### src/rtl/fir_pkg.sv
// Shared types and width helpers for the parameterised FIR filter.
package fir_pkg;

  typedef enum logic [1:0] {
    IDLE = 2'd0,
    MAC  = 2'd1,
    OUT  = 2'd2
  } state_e;

  // Worst-case growth: full product plus one bit per doubling of taps.
  function automatic int acc_w(input int data_w, input int coef_w, input int taps);
    return data_w + coef_w + $clog2(taps);
  endfunction

endpackage

### src/rtl/fir_mac.sv
// Serial multiply-accumulate datapath with final arithmetic shift and saturation.
module fir_mac
  import fir_pkg::*;
#(
  parameter int DATA_W = 8,
  parameter int COEF_W = 8,
  parameter int TAPS   = 8,
  parameter int SHIFT  = 6
) (
  input  logic                     clk,
  input  logic                     rst_n,
  input  logic                     clr,
  input  logic                     en,
  input  logic                     cap,
  input  logic signed [DATA_W-1:0] sample,
  input  logic signed [COEF_W-1:0] coef,
  output logic signed [DATA_W-1:0] out_data
);

  localparam int ACC_W  = acc_w(DATA_W, COEF_W, TAPS);
  localparam int PROD_W = DATA_W + COEF_W;

  localparam logic signed [ACC_W-1:0] SAT_MAX =
    {{(ACC_W-DATA_W+1){1'b0}}, {(DATA_W-1){1'b1}}};
  localparam logic signed [ACC_W-1:0] SAT_MIN = ~SAT_MAX;

  logic signed [PROD_W-1:0] prod;
  logic signed [ACC_W-1:0]  acc, acc_nxt, shifted;
  logic signed [DATA_W-1:0] sat;

  assign prod    = PROD_W'(sample) * PROD_W'(coef);
  assign acc_nxt = acc + ACC_W'(prod);
  assign shifted = acc_nxt >>> SHIFT;

  always_comb begin
    sat = DATA_W'(shifted);
    if (shifted > SAT_MAX)      sat = DATA_W'(SAT_MAX);
    else if (shifted < SAT_MIN) sat = DATA_W'(SAT_MIN);
  end

  // The result is taken from acc_nxt so the last tap's product is included.
  always_ff @(posedge clk) begin
    if (!rst_n) begin
      acc      <= '0;
      out_data <= '0;
    end else begin
      if (clr)     acc <= '0;
      else if (en) acc <= acc_nxt;
      if (cap) out_data <= sat;
    end
  end

endmodule

### src/rtl/fir_filter_param.sv
// Serial FIR filter: one MAC per cycle over a circular sample history, with
// run-time loadable coefficients and a valid/ready stream on both sides.
module fir_filter_param
  import fir_pkg::*;
#(
  parameter int DATA_W = 8,
  parameter int COEF_W = 8,
  parameter int TAPS   = 8,
  parameter int SHIFT  = 6
) (
  input  logic                       clk,
  input  logic                       rst_n,
  input  logic signed [DATA_W-1:0]   in_data,
  input  logic                       in_valid,
  output logic                       in_ready,
  output logic signed [DATA_W-1:0]   out_data,
  output logic                       out_valid,
  input  logic                       out_ready,
  input  logic                       coef_we,
  input  logic [$clog2(TAPS)-1:0]    coef_addr,
  input  logic signed [COEF_W-1:0]   coef_data,
  output logic                       busy
);

  localparam int AW = $clog2(TAPS);
  localparam logic [AW:0]   TAPS_L = (AW+1)'(TAPS);
  localparam logic [AW-1:0] LAST   = AW'(TAPS - 1);

  state_e state, state_nxt;

  logic [TAPS-1:0][DATA_W-1:0] hist;
  logic [TAPS-1:0][COEF_W-1:0] coef_mem;
  logic [AW-1:0]               wr_ptr, head, cnt, rd;
  logic [AW:0]                 rd_raw;
  logic                        fire, last, coef_wr;

  assign fire    = in_valid && in_ready;
  assign last    = (cnt == LAST);
  assign coef_wr = (state == IDLE) && coef_we && ({1'b0, coef_addr} < TAPS_L);

  // x[n-k] lives at (head - k) mod TAPS; TAPS need not be a power of two.
  always_comb begin
    rd_raw = {1'b0, head} + TAPS_L - {1'b0, cnt};
    if (rd_raw >= TAPS_L) rd_raw = rd_raw - TAPS_L;
    rd = rd_raw[AW-1:0];
  end

  always_ff @(posedge clk) begin
    if (!rst_n) state <= IDLE;
    else        state <= state_nxt;
  end

  always_comb begin
    state_nxt = state;
    case (state)
      IDLE:    if (fire) state_nxt = MAC;
      MAC:     if (last) state_nxt = OUT;
      OUT:     if (out_ready) state_nxt = IDLE;
      default: state_nxt = IDLE;
    endcase
  end

  always_comb begin
    in_ready  = (state == IDLE);
    out_valid = (state == OUT);
    busy      = (state != IDLE);
  end

  always_ff @(posedge clk) begin
    if (!rst_n) begin
      hist   <= '0;
      wr_ptr <= '0;
      head   <= '0;
      cnt    <= '0;
    end else begin
      if (fire) begin
        hist[wr_ptr] <= in_data;
        head         <= wr_ptr;
        wr_ptr       <= (wr_ptr == LAST) ? '0 : wr_ptr + AW'(1);
        cnt          <= '0;
      end else if (state == MAC) begin
        cnt <= last ? '0 : cnt + AW'(1);
      end
    end
  end

  // Reset leaves an identity filter: c[0] = 1.0 in the post-shift scale.
  always_ff @(posedge clk) begin
    if (!rst_n) begin
      coef_mem    <= '0;
      coef_mem[0] <= COEF_W'(1 << SHIFT);
    end else if (coef_wr) begin
      coef_mem[coef_addr] <= coef_data;
    end
  end

  fir_mac #(
    .DATA_W(DATA_W),
    .COEF_W(COEF_W),
    .TAPS  (TAPS),
    .SHIFT (SHIFT)
  ) u_mac (
    .clk     (clk),
    .rst_n   (rst_n),
    .clr     (fire),
    .en      (state == MAC),
    .cap     ((state == MAC) && last),
    .sample  (hist[rd]),
    .coef    (coef_mem[cnt]),
    .out_data(out_data)
  );

endmodule

### config.mk
export PLATFORM = sky130hd
export DESIGN_NAME = fir_filter_param
export DESIGN_NICKNAME = d
export VERILOG_FILES = /design/src/rtl/fir_pkg.sv /design/src/rtl/fir_mac.sv /design/src/rtl/fir_filter_param.sv
export SDC_FILE = /design/constraint.sdc
export NUM_CORES = 1
export LEC_CHECK = 0
export BUFFER_PORTS_ARGS = -buffer_cell sky130_fd_sc_hd__buf_2
export CELL_PAD_IN_SITES_DETAIL_PLACEMENT = 1
export CELL_PAD_IN_SITES_GLOBAL_PLACEMENT = 2
export CORE_MARGIN = 2
export CORE_UTILIZATION = 38
export CTS_CLUSTER_SIZE = 10
export DETAILED_ROUTE_END_ITERATION = 8
export GPL_TIMING_DRIVEN = 0
export PLACE_DENSITY = 0.84
export SLEW_MARGIN = 20
export SYNTH_ARGS = -nofsm -noshare
export SYNTH_HDL_FRONTEND = slang
export SYNTH_SLANG_ARGS = --single-unit
### constraint.sdc
create_clock -name clk -period 7.2 [get_ports clk]
set_input_delay 0.72 -clock clk [delete_from_list [all_inputs] [get_ports clk]]
set_output_delay 0.72 -clock clk [all_outputs]
set_load 0.03 [all_outputs]
# --- After elaboration in Yosys (flattened, before gate mapping) ---
# Index checks and enable logic that the tools add are counted.
totals:
  out_inout_bits: 11
  regBits: 166
  input_bits: 24
op_classes:
  muxes: 19
  bitwise_logic: 1
  n_addsub: 6
  n_eq_ne: 7
  multipliers: 1
  reduce_logical: 9
  n_lt_le_gt_ge: 9
op_table:
  columns: ["cell", "n"]
  rows:
  - ["$bwmux W64", 2]
  - ["$bmux W8 S3", 2]
  - ["$demux W8 S3", 2]
  - ["$mux W8", 6]
  - ["$add A19 B16 Y19", 1]
  - ["$lt A3 B4 Y1 const B", 4]
  - ["$mul A8 B8 Y16", 1]
  - ["$gt A13 B8 Y1 const B", 1]
  - ["$lt A13 B8 Y1 const B", 1]
  - ["$mux W3", 3]
  - ["$add A3 B1 Y3 const B", 2]
  - ["$eq A3 B3 Y1 const B", 2]
  - ["$ge A3 B1 Y1 const B", 2]
  - ["$mux W2", 3]
  - ["$pmux W2 S3", 1]
  - ["$logic_and A1 B1 Y1", 5]
  - ["$add A3 B4 Y4 const B", 1]
  - ["$ge A4 B4 Y1 const B", 1]
  - ["$ne A2 B1 Y1 const B", 2]
  - ["$sub A4 B3 Y4", 1]
  - ["$reduce_and A3 Y1", 1]
  - ["$sub A3 B1 Y3 const B", 1]
  - ["$eq A2 B1 Y1 const B", 1]
  - ["$eq A2 B2 Y1 const B", 1]
  - ["other kinds (5)", 5]

# --- Logic depth before layout (Yosys ltp) ---
logic_depth:
  ltp_word: 11
  depth_mapped: 28

# --- Hierarchy ---
# A second synthesis with hierarchy kept.
unflattened:
  cells_unflattened: 1221
  area_unflattened_um2: 11690.0
by_module_without_submodules:
  columns: ["module", "cells_each", "instances", "area_each_um2"]
  rows:
  - ["fir_filter_param", 731, 1, 7071.8]
  - ["fir_mac", 490, 1, 4618.2]

# --- Worst setup path after synthesis ---
# OpenSTA, ideal clock, no wires.
synth_path:
  path_kind: "register to register"
  from: "reg cnt[1]"
  to: "reg u_mac.out_data[0]"
  period_less_slack_ps: 7746
  path_stages_with_launch: 27
  n_path_buf: 3
  arrival_ps: 7613
  slack_ps: -546
  path_cell_list: "dfxtp_1 > buf_2 > clkbuf_1 > inv_1 > fa_1 > xor2_1 > xnor2_2 > buf_2 > mux4_2 > mux2i_2 > nor2_1 > fa_1 > fa_1 > fa_1 > inv_1 > fa_1 > inv_1 > ha_1 > ha_1 > a21o_1 > o21a_1 > a21oi_2 > a31oi_1 > xor2_1 > or3b_4 > o22ai_4 > o22ai_1"
synth_via:
  elab_chain_len: 10
  elab_cells_between_ends: 16
  cone_classes: "add/sub: 3; mul: 1; order compare: 3; eq/ne: 1; mux: 7; reduce/logical: 1"
synth_lines:
  columns: ["element", "line_no", "text"]
  rows:
  - ["start: declaration", "fir_filter_param.sv:33", "logic [AW-1:0] wr_ptr, head, cnt, rd;"]
  - ["start signal: assignment", "fir_filter_param.sv:82", "cnt <= last ? '0 : cnt + AW'(1);"]
  - ["$sub A4 B3 Y4", "fir_filter_param.sv:43", "rd_raw = {1'b0, head} + TAPS_L - {1'b0, cnt};"]
  - ["$ge A4 B4 Y1 / $sub A3 B1 Y3 (equally long branches)", "fir_filter_param.sv:44", "if (rd_raw >= TAPS_L) rd_raw = rd_raw - TAPS_L;"]
  - ["$mux W3", "fir_filter_param.sv:44", null]
  - ["$bmux W8 S3", "fir_filter_param.sv:108", ".sample (hist[rd]),"]
  - ["$mux W8 (not written as such)", "fir_filter_param.sv:108", null]
  - ["$mul A8 B8 Y16", "fir_mac.sv:31", "assign prod = PROD_W'(sample) * PROD_W'(coef);"]
  - ["$add A19 B16 Y19", "fir_mac.sv:32", "assign acc_nxt = acc + ACC_W'(prod);"]
  - ["$lt A13 B8 Y1", "fir_mac.sv:38", "else if (shifted < SAT_MIN) sat = DATA_W'(SAT_MIN);"]
  - ["$mux W8", "fir_mac.sv:38", null]
  - ["$mux W8", "fir_mac.sv:37", "if (shifted > SAT_MAX) sat = DATA_W'(SAT_MAX);"]
  - ["end signal: assignment", "fir_mac.sv:49", "if (cap) out_data <= sat;"]
  - ["end: declaration", "fir_mac.sv:17", "output logic signed [DATA_W-1:0] out_data"]
# Several ways; a longest one is shown, not always the timed one. The select of a mux whose other input is x is not followed.
# A chain may end at the register's enable or synchronous reset.

# --- Worst setup path in the final report ---
layout_path:
  from: "reg cnt[0]"
  to: "reg u_mac.out_data[1]"
# Same word-level chain as after synthesis.

==> metrics.cfg <==
[pwr]
leakage_nw = 5.59
vdd_drop_max_v = 0.000194
power_mw = 2.28
power_density_nw_per_um2 = 176

[clock_network]
cts.sinks = 166
path_clk_slew_ns = 0.09
clk_path_buf_depth = 2
postCtsHoldBufs = 0
cts_buffers = 17
cts-root-buf = clkbuf_16
clk_latency_ns = 0.46
htreeDepth = 4
cts_tree = built

[sta]
skew_ns = 0.0252
tightest_slew_ns = 0.942
min_period_ns = 7.04
fmax_mhz = 142
fin_crit_sh_pct = 97.8
setup_viol = 0
drv_slew = 0
slew_headroom_pct = 35.4
hold_viol = 0

[die]
core-area_sq_um = 27900
ios = 35
fp-row-count = 61
dieArea_sq_um = 29800
start_util_pct = 38.7
die_h_microns = 172
fp.dieW_microns = 172

[grt]
grt_pass1_wl_microns = 46700
grt_pass1_vias = 8387
track_usage_pct = 20.6
antenna_found_initial = 0
grt_start_max_net_pins = 21
grt-ovfl-total = 0

[placement]
placed_cells = 1438
place.gp.congestion = 0.774
placed_area_sq_um = 11400
io_buffer_count = 18
hpwl_microns = 20500

[logic_synthesis]
yosysWarnings = 0
syn-num-nets = 1200
ys_seq_elements = 166
avgSynthCellArea_sq_um = 10.4
synth_cell_types = 45
async_flop_share_pct = 0
ys.flop_type = dfxtp_1
yosys.area.top_type_share_pct = 30.8
synth_enable_flop_cells = 0
syn-cell-area_sq_um = 10800
ys_top_cells_by_area = dfxtp_1 (31%), fa_1 (16%), mux2i_1 (12%)
synthCells = 1042
synth-seq-area-share_pct = 30.8
synth_top_cell_by_area = dfxtp_1

[setup_path]
timing.critical_path.mode_cell = inv_1
endpoint_kind = flip-flop
required_ns = 7.53
cpPeakStageDelay_ns = 0.51
cp.arrival_ns = 7.37
cp_max_fo = 7
worstSetupPathType = reg2reg
cp-start-kind = flip-flop
cpMaxStageDelayCell = fa_1

[run_status]
outcome = finished clean

[hold_path]
hold_path_class = reg2reg

[finish]
num_antenna_cells = 0
fin_cells = 1511
drive_gt1_share_pct = 22.0
final_area_sq_um = 13000
area_growth_pct = 20.3
fin_nets = 1278
fillCellCount = 3021

[routing]
drt_wl_total_microns = 29300
drc_errors = 0
drt_iter0_drc = 387
routedWlPerCell_microns = 19.4
postRouteAntennaNets = 0
vias = 7595
vias_per_cell = 5.03
drtPass1Iterations = 4

[run]
cap_violations = 0

logic make-up after synthesis:
group	share of synthesized area, %
flops	30.8
fa+ha+maj	21.5
buf+inv	5.36
compound gates	5.96
simple gates	15.0
xor+xnor	1.91
mux	19.4
cells in the final DEF, fill, tap and decap left out, types with 5 or more instances in the layout:
master / netlist / layout
o21ai_0: 12 / 10
fa_2: 0 / 7
mux2i_2: 4 / 5
nor2b_1: 129 / 129
ha_4: 0 / 20
ha_1: 48 / 24
mux4_2: 32 / 32
mux2i_1: 132 / 123
nor2_1: 55 / 49
o211ai_1: 7 / 7
and3_1: 6 / 6
buf_2: 11 / 26
inv_1: 94 / 88
mux2i_4: 0 / 8
o22ai_1: 7 / 7
buf_6: 0 / 10
a21boi_0: 12 / 12
or2_2: 25 / 23
fa_1: 86 / 79
clkbuf_1: 42 / 41
xnor2_1: 14 / 12
and2_1: 8 / 7
a211oi_1: 6 / 5
clkbuf_16: 0 / 17
a21o_1: 5 / 5
buf_12: 0 / 5
nand2_1: 67 / 66
nand3_1: 9 / 8
dfxtp_1: 166 / 163
inv_2: 0 / 5
inv_8: 0 / 5
buf_4: 0 / 31
a21oi_1: 26 / 25
state kept, by name (all words and copies together), names as in the netlist:
name            count
wr_ptr              3
u_mac.out_data      8
hist               64
u_mac.acc          19
coef_mem           64
state               2
cnt                 3
head                3
power breakdown:
group          internal (mW)  switching [mW]
combinational          0.163           0.209
sequential             0.934          0.0114
clock                  0.478           0.486
synthesized netlist by cell type (all sizes together), types with 2 or more instances:
master / number
a211oi: 7
a21boi: 12
a21o: 5
a21oi: 28
a31oi: 2
and2: 8
and3: 6
buf: 13
clkbuf: 43
dfxtp: 166
fa: 86
ha: 48
inv: 94
mux2i: 136
mux4: 32
nand2: 67
nand3: 9
nor2: 55
nor2b: 129
nor3: 4
o211a: 2
o211ai: 7
o21a: 4
o21ai: 14
o21bai: 2
o22ai: 8
or2: 25
or3: 3
xnor2: 17
xor2: 4
worst max-delay path, delay by kind of cell, from the launching register on:
| family | cells | cell delay [ns] |
|---|---|---|
| simple gates | 2 | 0.45 |
| xor+xnor | 3 | 0.53 |
| buf+inv | 11 | 1.13 |
| flops | 1 | 0.38 |
| fa+ha+maj | 8 | 2.94 |
| mux | 2 | 0.51 |
| compound gates | 6 | 0.94 |
per-layer routing:
metal / part of all wire, % / GRT usage, %
met5: 0 / 0
met4: 0.96 / 3.98
met3: 3.3 / 2.93
met2: 51 / 36.3
met1: 45 / 27.1
path summary, 6_finish.rpt:
check / startpoint / endpoint / slack [ns] / depth (start not counted)
max: cnt[0] / u_mac.out_data[1] / 0.16 / 32
min: u_mac.acc[2] / u_mac.acc[2] / 0.46 / 2
max reg2reg: cnt[0] / u_mac.out_data[1] / 0.16 / 32
min reg2reg: u_mac.acc[2] / u_mac.acc[2] / 0.46 / 2
area by class of cell:
class,count,area [sq um],area share [%]
buffer,54,245,1.89
clock buffer,17,425,3.28
clock inverter,15,188,1.45
inverter,94,355,2.74
multi-input combinational,726,7470,57.6
sequential,166,3330,25.6
tap,378,473,3.64
timing repair buffer,61,493,3.80
metrics by stage:
| step | hold slack, ns | setup slack [ns] | utilization, % | TNS, ns |
|---|---|---|---|---|
| after CTS | 0.457 | 0.0129 | 45.0 | 0 |
| final | 0.455 | 0.158 | 46.6 | 0 |
| after floorplan | 0.436 | 0.00983 | - | 0 |
| after global placement | 0.443 | -1.10 | 40.9 | -12.33 |
| after detailed placement | 0.447 | -1.21 | 40.9 | -14.11 |
| after global routing | 0.474 | -0.0659 | 46.6 | -0.417 |
timing repair:
item | 4_1_cts | 5_1_grt
gates resized for setup | 44 | 66
cloned | 1 | 0
setup endpoints to repair | 18 | 9
setup buffers | 27 | 15
pin swaps | 19 | 54
(Power assumes the default switching activity.)
